<file path="config.mk">
export PLATFORM = sky130hd
export DESIGN_NAME = ascon_fsm
export DESIGN_NICKNAME = d
export VERILOG_FILES = /design/src/rtl/ascon_pack.sv /design/src/rtl/round_counter.sv /design/src/rtl/ascon_fsm.sv
export SDC_FILE = /design/constraint.sdc
export NUM_CORES = 1
export LEC_CHECK = 0
export ABC_AREA = 1
export CORE_MARGIN = 4
export CORE_UTILIZATION = 45
export DETAILED_ROUTE_END_ITERATION = 8
export PLACE_DENSITY = 0.8
export SLEW_MARGIN = 25
export SYNTH_ARGS = -nofsm -noshare
export SYNTH_HDL_FRONTEND = slang
export SYNTH_SLANG_ARGS = --single-unit
</file>
<file path="constraint.sdc">
create_clock -name clock_i -period 1.59 [get_ports clock_i]
set_input_delay 0.159 -clock clock_i [delete_from_list [all_inputs] [get_ports clock_i]]
set_output_delay 0.159 -clock clock_i [all_outputs]
set_load 0.01 [all_outputs]
</file>
<file path="src/rtl/ascon_pack.sv">
// Shared types and constants for the ASCON-128 encryption controller.
// The FSM state enum is shared so that datapath-side code can decode it too.
package ascon_pack;

  typedef enum logic [2:0] {
    IDLE,
    INIT,
    WAIT_AD,
    AD,
    WAIT_PT,
    PT,
    FINAL,
    DONE
  } type_fsm_state;

  localparam logic [3:0] ROUND_A_START = 4'd0;
  localparam logic [3:0] ROUND_LAST    = 4'd11;

endpackage

</file>
<file path="src/rtl/round_counter.sv">
// Permutation round index: loads the p^12 or p^6 start value, otherwise
// advances by one per enabled cycle. Loads take priority over increment.
module round_counter
  import ascon_pack::*;
#(
  parameter int ROUND_B_START = 6
) (
  input  logic       clock_i,
  input  logic       resetb_i,
  input  logic       init_a_i,
  input  logic       init_b_i,
  input  logic       en_i,
  output logic [3:0] round_o
);

  localparam logic [3:0] ROUND_B = 4'(ROUND_B_START);

  logic [3:0] round_q;

  always_ff @(posedge clock_i or negedge resetb_i) begin
    if (!resetb_i) begin
      round_q <= 4'd0;
    end else if (init_a_i) begin
      round_q <= ROUND_A_START;
    end else if (init_b_i) begin
      round_q <= ROUND_B;
    end else if (en_i) begin
      round_q <= round_q + 4'd1;
    end
  end

  assign round_o = round_q;

endmodule

</file>
<file path="src/rtl/ascon_fsm.sv">
// Moore controller sequencing one ASCON-128 encryption (init, one AD block,
// NB_PT_BLOCKS plaintext blocks with the last one absorbed in finalisation).
module ascon_fsm
  import ascon_pack::*;
#(
  parameter int NB_PT_BLOCKS  = 4,
  parameter int ROUND_B_START = 6
) (
  input  logic       clock_i,
  input  logic       resetb_i,
  input  logic       start_i,
  input  logic       data_valid_i,
  output logic [3:0] round_o,
  output logic       init_state_o,
  output logic       en_reg_state_o,
  output logic       en_xor_data_o,
  output logic       en_xor_key_o,
  output logic       en_xor_key_end_o,
  output logic       en_xor_lsb_o,
  output logic       en_cipher_o,
  output logic       en_tag_o,
  output logic       data_ready_o,
  output logic       end_o
);

  localparam int              BLK_W    = $clog2(NB_PT_BLOCKS) + 1;
  localparam logic [BLK_W-1:0] BLK_LAST = BLK_W'(NB_PT_BLOCKS - 1);
  localparam logic [3:0]      ROUND_B  = 4'(ROUND_B_START);

  type_fsm_state    state_q, state_d;
  logic [BLK_W-1:0] blk_q;
  logic [3:0]       round_w;
  logic             init_a, init_b, blk_clr, blk_inc;
  logic             perm, last, cnt_en;

  assign perm = (state_q == INIT) || (state_q == AD) ||
                (state_q == PT)   || (state_q == FINAL);
  assign last = (round_w == ROUND_LAST);
  // Hold at the last round so WAIT/DONE states show 11 rather than 12.
  assign cnt_en = perm && !last;

  round_counter #(
    .ROUND_B_START(ROUND_B_START)
  ) u_round_counter (
    .clock_i  (clock_i),
    .resetb_i (resetb_i),
    .init_a_i (init_a),
    .init_b_i (init_b),
    .en_i     (cnt_en),
    .round_o  (round_w)
  );

  always_ff @(posedge clock_i or negedge resetb_i) begin
    if (!resetb_i) begin
      state_q <= IDLE;
      blk_q   <= '0;
    end else begin
      state_q <= state_d;
      if (blk_clr) begin
        blk_q <= '0;
      end else if (blk_inc) begin
        blk_q <= blk_q + BLK_W'(1);
      end
    end
  end

  always_comb begin
    state_d = state_q;
    init_a  = 1'b0;
    init_b  = 1'b0;
    blk_clr = 1'b0;
    blk_inc = 1'b0;
    case (state_q)
      IDLE: begin
        if (start_i) begin
          state_d = INIT;
          init_a  = 1'b1;
        end
      end
      INIT: begin
        if (last) state_d = WAIT_AD;
      end
      WAIT_AD: begin
        if (data_valid_i) begin
          state_d = AD;
          init_b  = 1'b1;
        end
      end
      AD: begin
        if (last) begin
          state_d = WAIT_PT;
          blk_clr = 1'b1;
        end
      end
      WAIT_PT: begin
        if (data_valid_i) begin
          if (blk_q < BLK_LAST) begin
            state_d = PT;
            init_b  = 1'b1;
          end else begin
            state_d = FINAL;
            init_a  = 1'b1;
          end
        end
      end
      PT: begin
        if (last) begin
          state_d = WAIT_PT;
          blk_inc = 1'b1;
        end
      end
      FINAL: begin
        if (last) state_d = DONE;
      end
      DONE: begin
        if (start_i) begin
          state_d = INIT;
          init_a  = 1'b1;
          blk_clr = 1'b1;
        end
      end
      default: state_d = IDLE;
    endcase
  end

  // Datapath enables decode from registered state and round only.
  always_comb begin
    init_state_o     = 1'b0;
    en_reg_state_o   = perm;
    en_xor_data_o    = 1'b0;
    en_xor_key_o     = 1'b0;
    en_xor_key_end_o = 1'b0;
    en_xor_lsb_o     = 1'b0;
    en_cipher_o      = 1'b0;
    en_tag_o         = 1'b0;
    data_ready_o     = 1'b0;
    end_o            = 1'b0;
    case (state_q)
      INIT: begin
        init_state_o     = (round_w == ROUND_A_START);
        en_xor_key_end_o = last;
      end
      WAIT_AD, WAIT_PT: begin
        data_ready_o = 1'b1;
      end
      AD: begin
        en_xor_data_o = (round_w == ROUND_B);
        en_xor_lsb_o  = last;
      end
      PT: begin
        en_xor_data_o = (round_w == ROUND_B);
        en_cipher_o   = (round_w == ROUND_B);
      end
      FINAL: begin
        en_xor_data_o    = (round_w == ROUND_A_START);
        en_cipher_o      = (round_w == ROUND_A_START);
        en_xor_key_o     = (round_w == ROUND_A_START);
        en_xor_key_end_o = last;
        en_tag_o         = last;
      end
      DONE: begin
        end_o = 1'b1;
      end
      default: ;
    endcase
  end

  assign round_o = round_w;

endmodule
</file>
==> summary.md <==
| Metric | Value |
|---|---|
| Area contributors post-synth | dfrtp_1, nand2_1, nand3_1 |
| Cell Pwr Density | 2030 nW/um^2 |
| Clk_lat worst skew | 0.28 ns |
| Vias | 1006 |
| Die area | 2510 um^2 |
| # clock sinks | 10 |
| Synth top cells by count | nand2_1, inv_1, nand3_1, dfrtp_1 |
| Antenna fix cells | 0 |
| Placement Rows | 14 |
| Seq/Total Area, Yosys | 0.314 |
| Synthesized Nets | 120 |
| Yosys warning count | 0 |
| Root buffer cell | clkbuf_4 |
| Via density | 5.38 |
| #FFs+latches synth | 10 |
| P&R area growth vs syn | 72.2% |
| Iter 0 DRT Violations | 48 |
| Critical path class | flop to output port |
| GRT Util Overall | 0.202 |
| GRT overflow | 0 |
| Final Cycle Share | 1.02 |
| P_leak | 0.702 nW |
| Fin worst setup slack | -0.0335 ns |
| Initial Util | 0.499 |
| Mean post-synth cell area | 7.11 um^2 |
| Width of the chip | 50.1 um |
| Synthesized netlist cell count | 112 |
| Cell variety after synth | 23 |
| CP required | 1.43 ns |
| RR Startpoint | state_q[0] |
| Reg2Reg Depth | 10 |
| Critical path arrival | 1.46 ns |
| Post-DRT Antenna Nets | 0 |
| Status | finished with violations |
| Synthesized cell area | 796 um^2 |
| Slew @ Worst Pin | 0.488 ns |
| Fillcell total | 79 |
| CTS Buf Count | 3 |
| Vias in the first global route | 971 |
| Pins Over Slew Limit | 0 |
| Yosys top cell area share | 0.314 |
| Final Hold Fails | 0 |
| Longest Clk Path Bufs | 2 |
| Count of input and output buffers | 17 |
| Die height | 50.1 um |
| Placed Cells | 170 |
| Hold Crit Class | input pin to async pin |
| Synth async-reset ratio | 1.00 |
| Largest net degree at the start of global routing | 11 |
| Final setup fails | 1 |
| Final Skew | 0.00683 ns |
| Total Wirelength | 2.99 mm |
| Peak supply drop | 1.32 mV |
| Share of cells above drive strength 1 | 0.466 |
| R2R Path End | u_round_counter.round_o[1] |
| H-tree depth | 1 |
| Core Util, Final | 0.859 |
| Post-synth EDFFs | 0 |
| Initial antenna violation count | 0 |
| Placer Congestion | 0.923 |
| Worst Path Max Fanout | 4 |
| First-pass GRT wire length | 3.99 mm |
| Nets | 172 |
| Final worst path period need | 1.62 ns |
| Main synth FF type | dfrtp_1 |
| Worst slew margin | 0.674 |
| Ports | 18 |
| CORE AREA | 1590 um^2 |
| Fmax | 616 MHz |
| CP Launch Point | u_round_counter.round_o[1] |
| TritonCTS clock tree | done |
| Max_cap viols | 0 |
| Clock transition at the registers of the reported paths | 0.07 ns |
| Startpoint types | flop |
| DRT Pass-1 Iters | 5 |
| Routed wire per std cell | 16.0 um |
| Reg-to-reg slack, setup | 0.02 ns |
| Most instantiated library cell after synthesis | nand2_1 |
| RSZ-0062 raised after global routing | yes |
| DRC viols | 0 |
| Placed wire-length estimate | 1.59 mm |
| Failing checks | negative setup slack |
| Top cell type by total area after synthesis | dfrtp_1 |
| Post-Place Worst Slack | -0.179 ns |
| CP Capture Type | output port |
| Post-Layout Cell Count | 187 |
| Hold-fix buffers, CTS | 0 |
-- final cells by class --
| cell class | count | area, um^2 | share of cell area |
|---|---|---|---|
| clock buffer | 4 | 36.3 | 0.0265 |
| inverter | 19 | 76.3 | 0.0557 |
| multi-input combinational | 82 | 574 | 0.419 |
| sequential | 10 | 254 | 0.185 |
| tap | 24 | 30.0 | 0.0219 |
| timing repair buffer | 48 | 399 | 0.291 |
-- report_power, final --
group          switching (mW)  internal (mW)
sequential              0.124          0.371
combinational            1.09          0.954
clock                   0.103          0.140
total                    1.32           1.46
-- stage by stage --
step / power [mW] / cell area [um^2] / setup TNS (ns) / hold slack, ns
2_1_floorplan: 1.31 / 796 / 0 / -0.137
3_3_place_gp: 1.90 / 1120 / -0.273 / 0.499
3_5_place_dp: 1.96 / 1120 / -0.479 / 0.519
4_1_cts: 2.30 / 1190 / -0.0581 / 0.236
5_1_grt: 2.94 / 1370 / -0.441 / 0.255
6_report: 2.78 / 1370 / -0.0335 / 0.201
-- kinds of logic (layout without fill, tap and decap cells) --
kind of cell             Yosys count  in the layout  synth area share
XOR/XNOR                           2              2            0.0220
AO/OA/AOI/OAI                     20             20             0.134
adder cells (fa/ha/maj)            4              4            0.0629
flip-flops                        10             10             0.314
buffers and inverters             20             71            0.0991
AND/OR/NAND/NOR                   56             56             0.368
-- sequential cells by signal, indices dropped and copies added (netlist names) --
| register | count |
|---|---|
| u_round_counter.round_o | 4 |
| blk_q | 3 |
| state_q | 3 |
-- per-layer routing --
metal  up-vias  routed length (um)  track usage
met2        57                1530        0.363
met1       470                1230        0.239
met4         0                  69       0.0783
met5         -                   0            0
met3        11                 162       0.0241
li1        468                   -            -
-- worst max path at each step --
stage               cells past startpoint  slack (ns)             to
CTS                                     7       -0.04    en_cipher_o
floorplan                               6        0.24    en_cipher_o
global placement                        7       -0.09    en_cipher_o
global route                            5       -0.13  en_xor_data_o
finish                                  7       -0.03  en_xor_data_o
detailed placement                      7       -0.18    en_cipher_o
-- repair_timing --
action | 4_1_cts | 5_1_grt
buffers inserted | 5 | 8
endpoints found under the hold margin | 0 | 0
resized for setup | 34 | 42
pin swaps | 0 | 11
setup endpoints to repair | 11 | 16
-- critical path, stage by stage (launching register included) --
cell and delay, ns:
dfrtp_2 0.44, inv_2 0.09, ha_4 0.15, nand3_4 0.08, nor2_4 0.11, inv_2 0.06, o21ai_1 0.09, buf_2 0.16
-- cell usage in the layout (no fill, tap or decap), types with 6 or more instances in the layout --
cell type        count
a21oi_1              8
buf_4               25
buf_6                7
clkdlybuf4s50_1      6
dfrtp_1              7
inv_1               11
inv_2                6
nand2_1             21
nand3_1             11
o21ai_1              6
Note: power is estimated with default switching activity, not from simulation.
